File: src/rtl/alu_op_sequencer.sv
// Keystroke-driven ALU sequencer: collects A, B, opcode and carry-in from decoded keys,
// issues the operation, waits a settle time, captures the result and steers the display.
module alu_op_sequencer #(
  parameter int unsigned SETTLE_CYCLES = 2
) (
  input  logic       CLK100MHZ,
  input  logic       CPU_RESETN,
  input  logic       key_valid,
  input  logic [4:0] key_code,
  input  logic [3:0] alu_out,
  input  logic       alu_cout,
  output logic [3:0] alu_a,
  output logic [3:0] alu_b,
  output logic [2:0] alu_op,
  output logic       alu_mode,
  output logic       alu_cin,
  output logic [3:0] result,
  output logic       result_cout,
  output logic       disp_sel,
  output logic [4:0] disp_digit,
  output logic       busy,
  output logic       done
);

  // state | meaning
  // S_A   | waiting for operand A digit
  // S_B   | waiting for operand B digit
  // S_OP  | collecting opcode digit(s), ENTER issues once one is seen
  // EXEC  | ALU settling for SETTLE_CYCLES cycles
  // CAP   | single cycle; result captured on its closing edge
  // SHOW  | result displayed until the next key
  typedef enum logic [2:0] {S_A, S_B, S_OP, EXEC, CAP, SHOW} state_t;

  localparam logic [3:0] CNT_LOAD = 4'(SETTLE_CYCLES - 1);

  state_t     state_q, state_d;
  logic [3:0] a_q, a_d, b_q, b_d, opcode_q, opcode_d;
  logic       op_valid_q, op_valid_d, cin_q, cin_d;
  logic [3:0] result_q, result_d;
  logic       result_cout_q, result_cout_d;
  logic       disp_sel_q, disp_sel_d;
  logic [4:0] disp_digit_q, disp_digit_d;
  logic       busy_q, busy_d, done_q, done_d;
  logic [3:0] cnt_q, cnt_d;

  logic key_digit, key_enter, key_clear, key_cin;

  assign key_digit = key_valid && (key_code[4] == 1'b0);
  assign key_enter = key_valid && (key_code == 5'h10);
  assign key_clear = key_valid && (key_code == 5'h11);
  assign key_cin   = key_valid && (key_code == 5'h12);

  always_ff @(posedge CLK100MHZ or negedge CPU_RESETN) begin
    if (!CPU_RESETN) begin
      state_q       <= S_A;
      a_q           <= '0;
      b_q           <= '0;
      opcode_q      <= '0;
      op_valid_q    <= 1'b0;
      cin_q         <= 1'b0;
      result_q      <= '0;
      result_cout_q <= 1'b0;
      disp_sel_q    <= 1'b0;
      disp_digit_q  <= '0;
      busy_q        <= 1'b0;
      done_q        <= 1'b0;
      cnt_q         <= '0;
    end else begin
      state_q       <= state_d;
      a_q           <= a_d;
      b_q           <= b_d;
      opcode_q      <= opcode_d;
      op_valid_q    <= op_valid_d;
      cin_q         <= cin_d;
      result_q      <= result_d;
      result_cout_q <= result_cout_d;
      disp_sel_q    <= disp_sel_d;
      disp_digit_q  <= disp_digit_d;
      busy_q        <= busy_d;
      done_q        <= done_d;
      cnt_q         <= cnt_d;
    end
  end

  always_comb begin
    state_d       = state_q;
    a_d           = a_q;
    b_d           = b_q;
    opcode_d      = opcode_q;
    op_valid_d    = op_valid_q;
    cin_d         = cin_q;
    result_d      = result_q;
    result_cout_d = result_cout_q;
    disp_sel_d    = disp_sel_q;
    disp_digit_d  = disp_digit_q;
    done_d        = 1'b0;
    cnt_d         = cnt_q;

    if (key_clear) begin
      // result registers deliberately survive a CLEAR
      state_d      = S_A;
      a_d          = '0;
      b_d          = '0;
      opcode_d     = '0;
      op_valid_d   = 1'b0;
      cin_d        = 1'b0;
      disp_sel_d   = 1'b0;
      disp_digit_d = '0;
      cnt_d        = '0;
    end else begin
      case (state_q)
        S_A: begin
          if (key_digit) begin
            a_d          = key_code[3:0];
            disp_digit_d = {1'b0, key_code[3:0]};
            state_d      = S_B;
          end else if (key_cin) begin
            cin_d = ~cin_q;
          end
        end
        S_B: begin
          if (key_digit) begin
            b_d          = key_code[3:0];
            disp_digit_d = {1'b0, key_code[3:0]};
            state_d      = S_OP;
          end else if (key_cin) begin
            cin_d = ~cin_q;
          end
        end
        S_OP: begin
          if (key_digit) begin
            opcode_d     = key_code[3:0];
            op_valid_d   = 1'b1;
            disp_digit_d = {1'b0, key_code[3:0]};
          end else if (key_enter && op_valid_q) begin
            state_d = EXEC;
            cnt_d   = CNT_LOAD;
          end else if (key_cin) begin
            cin_d = ~cin_q;
          end
        end
        EXEC: begin
          if (cnt_q == 4'd0) state_d = CAP;
          else               cnt_d   = cnt_q - 4'd1;
        end
        CAP: begin
          result_d      = alu_out;
          result_cout_d = alu_cout;
          done_d        = 1'b1;
          disp_sel_d    = 1'b1;
          disp_digit_d  = {alu_cout, alu_out};
          state_d       = SHOW;
        end
        SHOW: begin
          if (key_digit) begin
            a_d          = key_code[3:0];
            op_valid_d   = 1'b0;
            disp_sel_d   = 1'b0;
            disp_digit_d = {1'b0, key_code[3:0]};
            state_d      = S_B;
          end else if (key_enter) begin
            state_d = EXEC;
            cnt_d   = CNT_LOAD;
          end else if (key_cin) begin
            cin_d = ~cin_q;
          end
        end
        default: state_d = S_A;
      endcase
    end

    busy_d = (state_d == EXEC) || (state_d == CAP);
  end

  assign alu_a       = a_q;
  assign alu_b       = b_q;
  assign alu_op      = opcode_q[2:0];
  assign alu_mode    = opcode_q[3];
  assign alu_cin     = cin_q;
  assign result      = result_q;
  assign result_cout = result_cout_q;
  assign disp_sel    = disp_sel_q;
  assign disp_digit  = disp_digit_q;
  assign busy        = busy_q;
  assign done        = done_q;

endmodule

File: config.mk
export PLATFORM = sky130hd
export DESIGN_NAME = alu_op_sequencer
export DESIGN_NICKNAME = d
export VERILOG_FILES = /design/src/rtl/alu_op_sequencer.sv
export SDC_FILE = /design/constraint.sdc
export NUM_CORES = 1
export LEC_CHECK = 0
export CORE_UTILIZATION = 54
export CTS_CLUSTER_SIZE = 16
export DETAILED_ROUTE_END_ITERATION = 16
export GPL_TIMING_DRIVEN = 0
export MAX_ROUTING_LAYER = met4
export PLACE_DENSITY = 0.9
export SYNTH_ARGS = -nofsm -noshare
export SYNTH_HDL_FRONTEND = slang
export SYNTH_SLANG_ARGS = --single-unit
File: constraint.sdc
create_clock -name CLK100MHZ -period 4.4 [get_ports CLK100MHZ]
set_clock_uncertainty 0.1 [all_clocks]
set_input_delay 0.88 -clock CLK100MHZ [delete_from_list [all_inputs] [get_ports CLK100MHZ]]
set_output_delay 0.88 -clock CLK100MHZ [all_outputs]
set_load 0.05 [all_outputs]
# Word level (Yosys, flattened, before mapping)
# Cells that the tools add are included.
op_classes:
  n_addsub: 1
  eq_ne: 21
  n_mux: 42
  bitwise_logic: 3
  n_reduce_logical: 29
op_table:
  columns: ["op", "n"]
  rows:
  - ["$mux W4", 13]
  - ["$ne A3 B3 Y1 const B", 9]
  - ["$mux W3", 8]
  - ["$pmux W3 S6", 1]
  - ["$eq A5 B5 Y1 const B", 3]
  - ["$mux W1", 13]
  - ["$pmux W4 S3", 1]
  - ["$reduce_and A2 Y1", 6]
  - ["$reduce_and A6 Y1", 2]
  - ["$mux W5", 2]
  - ["$pmux W5 S2", 1]
  - ["$eq A3 B2 Y1 const B", 3]
  - ["$eq A3 B3 Y1 const B", 3]
  - ["$reduce_bool A3 Y1", 3]
  - ["$reduce_bool A2 Y1", 4]
  - ["$reduce_bool A4 Y1", 2]
  - ["$logic_and A1 B1 Y1", 5]
  - ["$logic_not A4 Y1", 1]
  - ["$pmux W1 S2", 2]
  - ["$reduce_or A2 Y1", 2]
  - ["$reduce_or A4 Y1", 1]
  - ["$sub A4 B1 Y4 const B", 1]
  - ["$eq A3 B1 Y1 const B", 1]
  - ["$logic_not A3 Y1", 1]
  - ["6 further kinds", 8]
totals:
  ff_bits: 34
  output_inout_bits: 26

# Longest topological paths before layout
depth:
  depth_word: 9
  ltp_mapped: 7
  depth_no_buf: 7

# Worst setup path after synthesis
# OpenSTA, ideal clock, no wires.
synth_timing:
  path_kind: "input-to-reg"
  from: "in key_code[3]"
  to: "reg cnt_q[0]"
  setup_time_ns: 0.125
  arrival_time_ns: 2.079
  path_slack_ns: 2.096
  cell_stages: 6
  path_buffers: 1
  path_cell_list: "nand4bb_1 -> buf_4 -> o31ai_4 -> a311oi_2 -> or2_4 -> mux2_4"
synth_between:
  elab_chain_cells: 5
synth_rtl:
  columns: ["item", "line_no", "source"]
  rows:
  - ["start, declared", "9", "input logic [4:0] key_code,"]
  - ["$eq A5 B5 Y1", "49", "assign key_enter = key_valid && (key_code == 5'h10);"]
  - ["$logic_and A1 B1 Y1", "49", null]
  - ["$logic_and A1 B1 Y1", "135", "end else if (key_enter && op_valid_q) begin"]
  - ["$ne A3 B3 Y1 (no line)", null, null]
  - ["$reduce_and A6 Y1 (no line)", null, null]
  - ["end signal, assigned", "81", "cnt_q <= cnt_d;"]
  - ["end, declared", "44", "logic [3:0] cnt_q, cnt_d;"]
# Parallel ways exist; a longest one is shown, timed or not.
# A chain may end at the register's enable or synchronous reset.

# Final worst setup path
layout_timing:
  from: "in key_code[1]"
  to: "reg cnt_q[0]"
# The elaborated chain is that of the path after synthesis.

==> impl_results.md <==
- CP max FO: 7
- Actual slew at the worst max-slew pin: 0.719 ns
- Setup TNS: 0 ns
- Core Area: roughly 0.0031 sq mm
- Slew headroom: between 50% and 60%
- Fin. Hold Viols: 0
- Antenna Cells: 0
- FFs w/ async S/R, synth: 100%
- Pre-CTS setup slack: between 1 and 1.5 ns
- Std-Cell Rows: 20
- Synth Net Count: 181
- Clock transition at the registers of the reported paths: 0.12 ns
- Layout cell share with drive strength beyond 1: 20.8%
- Hold Path Class: reg2reg
- Drt total wl: 4.02 mm
- Most Crowded Layer GR: met2
- Worst Setup Slack, final: 1.69 ns
- Period utilization: 61.6%
- Resized Gates After CTS: 0
- Synth-to-layout area growth: 27.5%
- Crit. Startpoint: key_code[1]
- Hold Crit Start: disp_digit[4]
- Pleak: 0.956 nW
- GPL Wtd Cong: 0.972
- Post-layout minimum cycle time: approximately 2.7 ns
- Clock Tree Buf Depth: 2
- Pwr per Cell Area: 769 mW/mm^2
- Iter 0 DRT Violations: ~80
- Met1 Resource Use GR: 28.7%
- Clock root buffer: clkbuf_4
- First-pass GRT wire length: 6.36 mm
- Synth Cell Area: between 0.0015 and 0.002 sq mm
- Gate Count Post-Synth: 167
- Maximum clock rate: around 370 MHz
- Average size of a mapped cell: 10.6 sq um
- Final ANT Viol Nets: 0
- Die Span X: 59.1 um
- Top FF cell, synth: dfrtp_1
- Seq/Total Area, Yosys: 48.3%
- Die area: 0.00350 sq mm
- Max-cap violation count: 0
- DR pass1 iterations: 4
- Total CTS buffers: 5
- CP required: 4.54 ns
- Initial core utilization: 57.3%
- Post-route DRC: 0
- DR WL/cell: 15.7 um
- Io pins: 39
- Critical path arrival: 2.85 ns
- Setup violators final: 0
- Largest net degree at the start of global routing: 35
- Vias in the first global route: between 1000 and 1500
- VDD IR max: a little over 0.5 mV
- Yosys reg bits: 34
- Grt total ovfl: 0
- Die span in y: 59.1 um
- Run status: complete, no violations
- Met2 GRT Util: 44.6%
- Setup crit end kind: register
- Post-synth EDFFs: 0
- Via-to-Cell Ratio: 5.58
- TritonCTS sink count: 34
- Final #Nets: ~230
- Setup Buffers After CTS: 0
- Netlist cell types: 46
- CTS H-tree lvls: 2
- Pins Over Slew Limit: 0
- Syn. warnings: 0
- Fin util: about 73%
- Detailed Place HPWL: 3.00 mm
- Initial antenna violation count: 0
- Hold Buf Count CTS: 0
- Worst setup path category: in2reg
- Via Count: between 1000 and 1500
- Worst setup SP type: primary input
- Clk_lat worst skew: 0.36 ns
- Reg-to-Reg Start: cnt_q[0]
- IO Port Bufs: 37
- CTS tree: yes
- Met3 Use GR: just over 7%
- Overall global routing resource usage: a little over a quarter
- RSZ-0062 raised after global routing: false
==> where the power goes <==
group | internal, mW | switching (mW)
Clock | 0.0767 | 0.112
Sequential | 0.441 | 0.0771
Combinational | 0.380 | 0.642
==> Yosys cell counts (all sizes together) (4+ instances only) <==
cell | n | share of area [%]
o21ai | 10 | 3.1
o31ai | 5 | 2.9
inv | 7 | 1.5
nand3 | 6 | 1.7
mux2 | 17 | 11
dfrtp | 34 | 48
a21oi | 9 | 2.6
nor2b | 4 | 1.4
nor2 | 15 | 3.6
buf | 7 | 2.6
nand2 | 12 | 2.6
nor3 | 6 | 1.7
nand2b | 4 | 1.6
==> path summary, 6_finish.rpt <==
check	endpoint	cells after the start	slack, ns
setup / recovery	cnt_q[0]	6	1.69
hold / removal	disp_digit[4]	1	0.42
setup reg to reg	busy	6	2.12
hold reg to reg	disp_digit[4]	1	0.42
max in group asynchronous	state_q[2]	1	3.26
min in group asynchronous	disp_digit[4]	1	0.46
==> routing by layer <==
layer	wire length (um)	part of all wire [%]
met5	0	0
met4	106	2.6
met3	194	4.8
met2	2050	51
met1	1670	41
==> layout make-up <==
cell class              count  area [sq um]
flip-flops and latches     34           851
repair buffers             37           365
plain buffers               9          63.8
clock buffers               6          51.3
well taps                  44          55.1
inverters                   7          26.3
multi-input cells         117           822
fillers                   231           831
clock inverters             2          12.5
==> kinds of logic (layout without fill, tap and decap cells) <==
kind of cell	after synthesis	after routing	share of synthesized area [%]
compound gates	39	39	16.4
xor+xnor	1	1	0.497
fa+ha+maj	1	1	0.710
buf+inv	16	61	5.11
flops	34	34	48.3
mux	19	19	12.2
simple gates	57	57	16.8
==> flip-flops by register name, summed over array words and instances (netlist names) <==
register	flops
busy	1
cnt_q	4
done	1
result_cout	1
disp_digit	5
alu_cin	1
disp_sel	1
alu_b	4
alu_a	4
state_q	3
result	4
opcode_q	4
op_valid_q	1
==> cell usage in the layout, fill, tap and decap left out, types with 2 or more instances in the layout <==
master           Yosys  final
mux2i_1              2      2
nor4_1               2      2
a21o_1               2      2
o21ai_0              8      8
dfrtp_1             34     34
buf_2                4      5
nor3_1               6      6
nor2b_1              4      4
nand2b_1             3      3
clkbuf_4             0      5
o31ai_1              4      4
clkbuf_8             1      2
a22o_1               2      2
clkdlybuf4s50_1      0     36
nand2_1             12     12
a21oi_1              9      9
o21a_1               2      2
mux2_2              16     16
nor2_1              14     14
nand3_1              6      6
buf_4                2      2
nor3b_1              2      2
inv_1                7      7
==> worst max-delay path, stage by stage <==
cell and delay [ns]:
clkdlybuf4s50_1 0.72, nand2b_2 0.26, o21ai_2 0.10, a311oi_2 0.36, or2_4 0.22, mux2_4 0.29
==> metrics by stage <==
stage | cells | total power [mW] | hold WS [ns] | instance area, sq um
detailed placement | 248 | 1.55 | 0.397 | 2180
finish | 256 | 1.73 | 0.419 | 2250
global placement | 248 | 1.51 | 0.385 | 2190
floorplan | 167 | 1.22 | 0.380 | 1760
CTS | 256 | 1.74 | 0.423 | 2250
global route | 256 | 1.81 | 0.433 | 2250
Note: power is estimated with default switching activity, not from simulation.
